## src/rtl/havalimani_kapi_boru.sv

```systemverilog
// Airport gate pipeline: registers passenger, computes excess-baggage fee, decides boarding.
// Latency 3 edges from accept to result; throughput 1 passenger/cycle.
// Backpressure: a held result (cikis_gecerli && !cikis_hazir) freezes all stages and drops giris_hazir.
module havalimani_kapi_boru #(
  parameter int BIT           = 6,
  parameter int AW            = 6,
  parameter int BW            = 9,
  parameter int LIMIT         = 10,
  parameter int UCRET_YERLI   = 3,
  parameter int UCRET_YABANCI = 6,
  parameter int MAX_AGIRLIK   = 40,
  parameter int SW            = 8
) (
  input  logic           saat,
  input  logic           reset,
  input  logic           giris_gecerli,
  output logic           giris_hazir,
  input  logic [BIT-1:0] kimlik_no,
  input  logic           uyruk,
  input  logic [AW-1:0]  agirlik,
  input  logic [BW-1:0]  bakiye,
  output logic           cikis_gecerli,
  input  logic           cikis_hazir,
  output logic           kalkis,
  output logic [BW-1:0]  k_bakiye,
  output logic [1:0]     red_kodu,
  output logic [SW-1:0]  onay_sayisi,
  output logic [SW-1:0]  red_sayisi
);

  localparam int UMAX = (UCRET_YABANCI > UCRET_YERLI) ? UCRET_YABANCI : UCRET_YERLI;
  localparam int FW   = $clog2(UMAX + 1);
  localparam int UW   = AW + FW;
  localparam int CW   = ((UW > BW) ? UW : BW) + 1;

  localparam logic [AW-1:0] LIM     = AW'(LIMIT);
  localparam logic [AW-1:0] MAXA    = AW'(MAX_AGIRLIK);
  localparam logic [FW-1:0] R_YERLI = FW'(UCRET_YERLI);
  localparam logic [FW-1:0] R_YAB   = FW'(UCRET_YABANCI);

  typedef struct packed {
    logic [BIT-1:0] kimlik;
    logic           uyruk;
    logic [AW-1:0]  agirlik;
    logic [BW-1:0]  bakiye;
  } yolcu_t;

  typedef struct packed {
    yolcu_t        yolcu;
    logic [UW-1:0] ucret;
  } ucretli_t;

  logic     ilerle;
  logic     s1_vld, s2_vld;
  yolcu_t   s1_dat;
  ucretli_t s2_dat;

  logic [AW-1:0] fazla;
  logic [FW-1:0] oran;
  logic [UW-1:0] ucret;

  logic [1:0]    kod;
  logic          kalkis_d;
  logic [BW-1:0] k_bakiye_d;
  logic [1:0]    red_kodu_d;

  assign ilerle      = !(cikis_gecerli && !cikis_hazir);
  assign giris_hazir = ilerle;

  always_comb begin
    fazla = (s1_dat.agirlik > LIM) ? (s1_dat.agirlik - LIM) : '0;
    oran  = s1_dat.uyruk ? R_YAB : R_YERLI;
    ucret = UW'(fazla) * UW'(oran);
  end

  // Blacklist beats overweight beats insufficient balance.
  always_comb begin
    kod = 2'b00;
    if ((s2_dat.yolcu.kimlik == '0) || (s2_dat.yolcu.kimlik == '1))
      kod = 2'b10;
    else if (s2_dat.yolcu.agirlik > MAXA)
      kod = 2'b11;
    else if (CW'(s2_dat.ucret) > CW'(s2_dat.yolcu.bakiye))
      kod = 2'b01;

    kalkis_d   = 1'b0;
    k_bakiye_d = '0;
    red_kodu_d = 2'b00;
    if (s2_vld) begin
      red_kodu_d = kod;
      kalkis_d   = (kod == 2'b00);
      k_bakiye_d = (kod == 2'b00) ? (s2_dat.yolcu.bakiye - BW'(s2_dat.ucret))
                                  : s2_dat.yolcu.bakiye;
    end
  end

  always_ff @(posedge saat or negedge reset) begin
    if (!reset) begin
      s1_vld        <= 1'b0;
      s1_dat        <= '0;
      s2_vld        <= 1'b0;
      s2_dat        <= '0;
      cikis_gecerli <= 1'b0;
      kalkis        <= 1'b0;
      k_bakiye      <= '0;
      red_kodu      <= 2'b00;
    end else if (ilerle) begin
      s1_vld        <= giris_gecerli;
      s1_dat        <= '{kimlik: kimlik_no, uyruk: uyruk, agirlik: agirlik, bakiye: bakiye};
      s2_vld        <= s1_vld;
      s2_dat        <= '{yolcu: s1_dat, ucret: ucret};
      cikis_gecerli <= s2_vld;
      kalkis        <= kalkis_d;
      k_bakiye      <= k_bakiye_d;
      red_kodu      <= red_kodu_d;
    end
  end

  always_ff @(posedge saat or negedge reset) begin
    if (!reset) begin
      onay_sayisi <= '0;
      red_sayisi  <= '0;
    end else if (cikis_gecerli && cikis_hazir) begin
      if (kalkis) begin
        if (onay_sayisi != '1) onay_sayisi <= onay_sayisi + SW'(1);
      end else begin
        if (red_sayisi != '1) red_sayisi <= red_sayisi + SW'(1);
      end
    end
  end

endmodule

```

## config.mk

```make
export PLATFORM = sky130hd
export DESIGN_NAME = havalimani_kapi_boru
export DESIGN_NICKNAME = d
export VERILOG_FILES = /design/src/rtl/havalimani_kapi_boru.sv
export SDC_FILE = /design/constraint.sdc
export NUM_CORES = 1
export LEC_CHECK = 0
export ABC_AREA = 1
export CAP_MARGIN = 40
export CORE_UTILIZATION = 52
export CTS_BUF_LIST = sky130_fd_sc_hd__clkbuf_8
export DETAILED_ROUTE_END_ITERATION = 7
export GPL_ROUTABILITY_DRIVEN = 0
export PLACE_DENSITY = 0.78
export SYNTH_ARGS = -nofsm -noshare
export SYNTH_HDL_FRONTEND = slang
export SYNTH_SLANG_ARGS = --single-unit
```

## constraint.sdc

```tcl
create_clock -name saat -period 2.8 [get_ports saat]
set_input_delay 0.42 -clock saat [delete_from_list [all_inputs] [get_ports saat]]
set_output_delay 0.42 -clock saat [all_outputs]
set_load 0.01 [all_outputs]
```

==> results of run 1 <==
-- logic make-up after synthesis --
family	Yosys count	synth area share (%)
XOR/XNOR	19	3.67
AO/OA/AOI/OAI	57	7.01
flip-flops	83	45.8
AND/OR/NAND/NOR	287	27.8
adder cells (fa/ha/maj)	26	8.17
multiplexers	1	0.248
buffers and inverters	84	7.34
-- repair_timing --
item,in CTS,in global routing
setup buffers,0,3
gates resized for setup,9,13
pin swaps,3,10
endpoints found under the setup margin,3,4
-- final cells by class --
class                      instances  area share, %
sequential                        83           37.6
inverter                          71           4.85
multi-input combinational        390           39.6
tap                              105           2.38
clock inverter                     4           1.02
clock buffer                      12           2.99
timing repair buffer              67           11.6
-- worst reg2reg max path, delay by kind of cell, from the launching register on --
family | cells | cell delay, ns
DFF | 1 | 0.43
AOI/OAI and AO/OA | 3 | 0.40
adders and majority gates | 2 | 0.84
xor gates and xnor gates | 1 | 0.14
buffers and inverters | 3 | 0.31
and+or+nand+nor | 4 | 0.61
-- worst max-delay path by stage --
stage | startpoint | end | slack, ns | depth (start not counted)
floorplan | s1_dat[10] | s2_dat[8] | 0.10 | 16
global placement | s1_dat[10] | s2_dat[8] | 0.03 | 16
detailed placement | s1_dat[10] | s2_dat[8] | -0.12 | 16
CTS | s1_dat[10] | s2_dat[8] | -0.01 | 16
global route | s1_dat[10] | s2_dat[7] | -0.17 | 16
finish | s1_dat[10] | s2_dat[7] | -0.02 | 13
-- sequential cells by signal (all words and copies together) (netlist names) --
signal / flops
s2_dat: 30
kalkis: 1
cikis_gecerli: 1
red_kodu: 2
onay_sayisi: 8
s2_vld: 1
s1_dat: 22
s1_vld: 1
k_bakiye: 9
red_sayisi: 8
-- power groups by stage --
stage / logic [mW] / clock network (mW) / registers (mW)
5_1_grt: 3.65 / 0.999 / 1.93
2_1_floorplan: 2.13 / 0 / 1.90
3_5_place_dp: 3.06 / 0 / 1.90
4_1_cts: 3.13 / 0.945 / 1.88
3_3_place_gp: 2.94 / 0 / 1.88
6_report: 3.24 / 0.928 / 1.88
-- synth_stat cells, drive strengths merged (3+ instances only) --
master / instances
dfrtp: 83
xnor2: 8
a21oi: 6
xor2: 11
nand4: 4
fa: 6
nor3: 6
nor2: 36
o21ai: 44
ha: 20
clkbuf: 11
nand2: 200
nand3b: 3
nand3: 36
inv: 69
-- per-layer routing --
layer / vias to the layer above / routed length, um
li1: 1873 / -
met4: 0 / 136
met5: - / 0
met1: 1764 / 4200
met2: 95 / 4590
met3: 16 / 417
-- metrics by stage --
stage,hold slack (ns),cell area [um^2],std cells,power [mW]
finish,0.0128,5520,732,6.04
detailed placement,0.414,5220,713,4.95
floorplan,0.124,4540,557,4.03
CTS,0.0240,5470,729,5.95
global placement,0.414,5220,713,4.82
global route,0.0351,5520,732,6.58
==> impl_metrics.json, run 1 <==
{
  "nNetsFinal": 674,
  "drv_slew": 0,
  "hp-class": "in2async",
  "async_flop_share_pct": 100,
  "ys_ff_latch": 83,
  "holdBufCountCts": 0,
  "powerDensity_nw_per_um2": 1090,
  "dr.pass1.iters": 5,
  "io_pins": 56,
  "setup_violations": 1,
  "worst_path_max_delay_cell": "fa_1",
  "fillers": 676,
  "grt_overflow": 0,
  "cp_slowest_stage_delay_ns": 0.53,
  "synth_cell_types": 41,
  "syn_avg_cell_area_um2": 8.14,
  "path_clk_slew_ns": 0.09,
  "grt.total_usage_pct": 22.7,
  "cts_buffer_depth": 2,
  "p_sw_mw": 2.60,
  "period_share_pct": 101,
  "ys.flop_type": "dfrtp_1",
  "clockPowerShare_pct": 15.3,
  "pre_cts_ws_ns": -0.120,
  "r2r_cells": 13,
  "fp.dieW_um": 95.4,
  "pwr-share-comb_pct": 53.6,
  "syn_nets": 609,
  "cts_tree": "yes",
  "status": "complete, but fails checks",
  "cts_inserted_buffers": 9,
  "ys_warn_count": 0,
  "clock_latency_ns": 0.35,
  "root_buffer": "clkbuf_8",
  "synth_area_leaders": "dfrtp_1 (46%), nand2_1 (16%), ha_1 (5.5%)",
  "wl_per_cell_um": 12.8,
  "p_sw_share_pct": 43.1,
  "vdd_drop_max_uv": 539,
  "postSynthCellCount": 557,
  "syn_to_final_growth_pct": 21.7,
  "r2r_start": "s1_dat[10]",
  "cap_violations": 0,
  "crit_top_cell": "buf_4",
  "placeableCoreArea_um2": 8340,
  "first_iter_violations": 221,
  "vias_per_cell": 5.12,
  "leakagePower_nw": 2.79,
  "grt_use_met1_pct": 28.9,
  "max_slew.worst_pin.slew_ns": 0.803,
  "start_util_pct": 54.4,
  "finalCriticalPeriod_ns": 2.82,
  "end_kind": "flop",
  "synth_edf_count": 0,
  "cp-start-kind": "flop",
  "seqCellArea_um2": 2080,
  "rsz0062_at_grt": "yes",
  "slew_headroom_pct": 46.2,
  "antenna_cells": 0,
  "grt_util_met2_pct": 38.6,
  "p_seq_share_pct": 31.1,
  "top_usage_layer": "met2",
  "r2r_slack_ns": -0.02,
  "port-buffer-count": 55,
  "hold_viol_final": 0,
  "row_count": 33,
  "route.detailed.drc": 0,
  "p_int_mw": 3.44,
  "cp_top_family": "adder cells",
  "vias": 3748,
  "die_area_um2": 9100,
  "grt_max_degree": 64,
  "synth_area_um2": 4540,
  "antenna_found_initial": 0,
  "critical_path_arrival_ns": 3.10,
  "ys_seq_area_share_pct": 45.8,
  "first_global_vias": 3637,
  "skew_ns": 0.0115,
  "multi_input_comb_area_um2": 2180,
  "mostFrequentLayoutCells": "nand2_1 (189), dfrtp_1 (83), inv_1 (59)",
  "post-route-util_pct": 66.2,
  "synth_top_area_share_pct": 45.8,
  "violations": "negative setup slack",
  "critPathKind": "reg2reg",
  "worstPathCellList": "o21ai_2, a31oi_1, nor2_2, or2_4, buf_4, buf_4, fa_1, inv_1, ha_1, nand4_1, nand3_2, xnor2_2, o21ai_0",
  "drive_gt1_share_pct": 12.8,
  "fin_ws_ns": -0.0229,
  "crit_fanout": 5,
  "critPathRequiredTime_ns": 3.08,
  "yosys.area.top_type": "dfrtp_1",
  "r2r-end": "s2_dat[7]",
  "h-tree-depth": 3,
  "antenna_left": 0,
  "fmax_mhz": 354,
  "grt_pass1_wl_um": 15900,
  "final_common_cell": "nand2_1",
  "cts.sink_count": 83,
  "wl_um": 9350,
  "path_buf_inv": 3,
  "grt_use_met3_pct": 4.78,
  "die_y_um": 95.4,
  "final.setup.tns_ns": -0.0229,
  "hpwl_um": 6840
}
Power figures use the tool's default switching activity.
==> run 2, diff against run 1 <==
--- a/config.mk
+++ b/config.mk
@@ -6,12 +6,12 @@
 export NUM_CORES = 1
 export LEC_CHECK = 0
 export ABC_AREA = 1
-export CAP_MARGIN = 40
 export CORE_UTILIZATION = 52
 export CTS_BUF_LIST = sky130_fd_sc_hd__clkbuf_8
 export DETAILED_ROUTE_END_ITERATION = 7
 export GPL_ROUTABILITY_DRIVEN = 0
 export PLACE_DENSITY = 0.78
+export SKIP_CTS_REPAIR_TIMING = 1
 export SYNTH_ARGS = -nofsm -noshare
 export SYNTH_HDL_FRONTEND = slang
 export SYNTH_SLANG_ARGS = --single-unit
==> run 2 against run 1 <==
  * The run now ends clean
  * Sequential power about the same
  * Sequential cell count unchanged
  * Wire length up 0.50%
==> impl_metrics.json, run 2 (synthesis gave the netlist of run 1 again) <==
{
  "clockPowerShare_pct": 15.3,
  "grt_overflow": 0,
  "timing.hold.ws_ns": 0.0146,
  "wl_per_cell_um": 12.8,
  "total_power_mw": 6.10,
  "setup_violations": 0,
  "grt_pass1_wl_um": 15800,
  "first_global_vias": 3599,
  "p_sw_mw": 2.64,
  "p_int_mw": 3.46,
  "antenna_left": 0,
  "hp-class": "in2async",
  "final_area_um2": 5550,
  "largest_register_ffs": 30,
  "crit_fanout": 5,
  "antenna_cells": 0,
  "drv_slew": 0,
  "path_clk_slew_ns": 0.09,
  "die_y_um": 95.4,
  "die_area_um2": 9100,
  "cp_top_family": "adder cells",
  "vias_per_cell": 5.13,
  "wl_um": 9390,
  "row_count": 33,
  "grt_max_degree": 64,
  "first_iter_violations": 231,
  "start_util_pct": 54.4,
  "h-tree-depth": 3,
  "port-buffer-count": 55,
  "hold_viol_final": 0,
  "rsz0062_at_grt": "yes",
  "hpwl_um": 6840,
  "vdd_drop_max_uv": 541,
  "io_pins": 56,
  "post-route-util_pct": 66.5,
  "cts_buffer_depth": 2,
  "mostFrequentLayoutCells": "nand2_1 (187), dfrtp_1 (83), inv_1 (58)",
  "nNetsFinal": 674,
  "fillers": 671,
  "place_area_um2": 5220,
  "pwr-share-comb_pct": 53.9,
  "leakagePower_nw": 2.78,
  "skew_ns": 0.0138,
  "p_seq_share_pct": 30.8,
  "grt.total_usage_pct": 22.4,
  "largest_register": "s2_dat",
  "cts_tree": "yes",
  "top_regs": "s2_dat x30, s1_dat x22, k_bakiye x9",
  "placeableCoreArea_um2": 8340,
  "path_buf_inv": 2,
  "worst_path_max_delay_cell": "fa_1",
  "fmax_mhz": 361,
  "fp.dieW_um": 95.4,
  "cts.sink_count": 83,
  "cap_violations": 0,
  "cp_slowest_stage_delay_ns": 0.48,
  "slew_headroom_pct": 45.0,
  "worstPathCellList": "o21ai_2, a31oi_1, nor2_2, or2_4, nor2_2, fa_1, ha_2, inv_2, fa_2, inv_2, nand3_2, nand2_2, nand2_2, nand2_1, nand2_1, a22oi_2",
  "drive_gt1_share_pct": 13.6,
  "root_buffer": "clkbuf_8",
  "status": "finished clean",
  "final.setup.tns_ns": 0,
  "finalCriticalPeriod_ns": 2.77,
  "fin_cells": 732,
  "vias": 3755,
  "fin_ws_ns": 0.0336,
  "final_common_cell": "nand2_1",
  "max_slew.worst_pin.slew_ns": 0.822,
  "pre_cts_ws_ns": -0.120,
  "critPathRequiredTime_ns": 3.07,
  "antenna_found_initial": 0,
  "cp-start-kind": "flop",
  "period_share_pct": 98.8,
  "placedCellCount": 713,
  "p_sw_share_pct": 43.2,
  "end_kind": "flop",
  "route.detailed.drc": 0,
  "critPathKind": "reg2reg",
  "dr.pass1.iters": 4,
  "critical_path_arrival_ns": 3.04,
  "clock_latency_ns": 0.36,
  "cts_inserted_buffers": 9,
  "syn_to_final_growth_pct": 22.3,
  "powerDensity_nw_per_um2": 1100
}
## run 2: worst paths after layout
check,from,end,slack (ns),cells after the start
worst max register to register,s1_dat[10],s2_dat[8],0.03,16
worst min register to register,s1_dat[21],s2_dat[30],0.48,2
worst max-delay path,s1_dat[10],s2_dat[8],0.03,16
min in group saat,s1_dat[21],s2_dat[30],0.48,2
max in group asynchronous,reset,s2_dat[4],2.10,2
worst min-delay path,reset,red_sayisi[3],0.01,1
## run 2: routing by layer
metal  global-route usage (%)  share of wire (%)
met5                        0                  0
met4                     6.59                1.9
met2                     38.0                 48
met3                     4.78                4.5
met1                     28.9                 45
## run 2: final cells by class
cell class | count | area [um^2] | area share (%)
Inverter | 71 | 268 | 4.83
Timing Repair Buffer | 67 | 638 | 11.5
Tap cell | 105 | 131 | 2.37
Clock inverter | 4 | 56.3 | 1.02
Sequential cell | 83 | 2080 | 37.5
Multi-Input combinational cell | 390 | 2210 | 39.8
Clock buffer | 12 | 165 | 2.98
## run 2: worst register-to-register path, stage by stage (launching register included)
cell,delay [ns]
dfrtp_1,0.44
o21ai_2,0.17
a31oi_1,0.06
nor2_2,0.22
or2_4,0.18
nor2_2,0.04
fa_1,0.48
ha_2,0.20
inv_2,0.04
fa_2,0.35
inv_2,0.07
nand3_2,0.07
nand2_2,0.09
nand2_2,0.06
nand2_1,0.06
nand2_1,0.06
a22oi_2,0.11
## run 2: power by group through the flow
stage          registers [mW]  logic, mW  clock network (mW)
2_1_floorplan            1.90       2.13                   0
3_3_place_gp             1.88       2.94                   0
3_5_place_dp             1.90       3.06                   0
4_1_cts                  1.87       3.08               0.945
5_1_grt                  1.93       3.70               0.999
6_report                 1.88       3.29               0.931
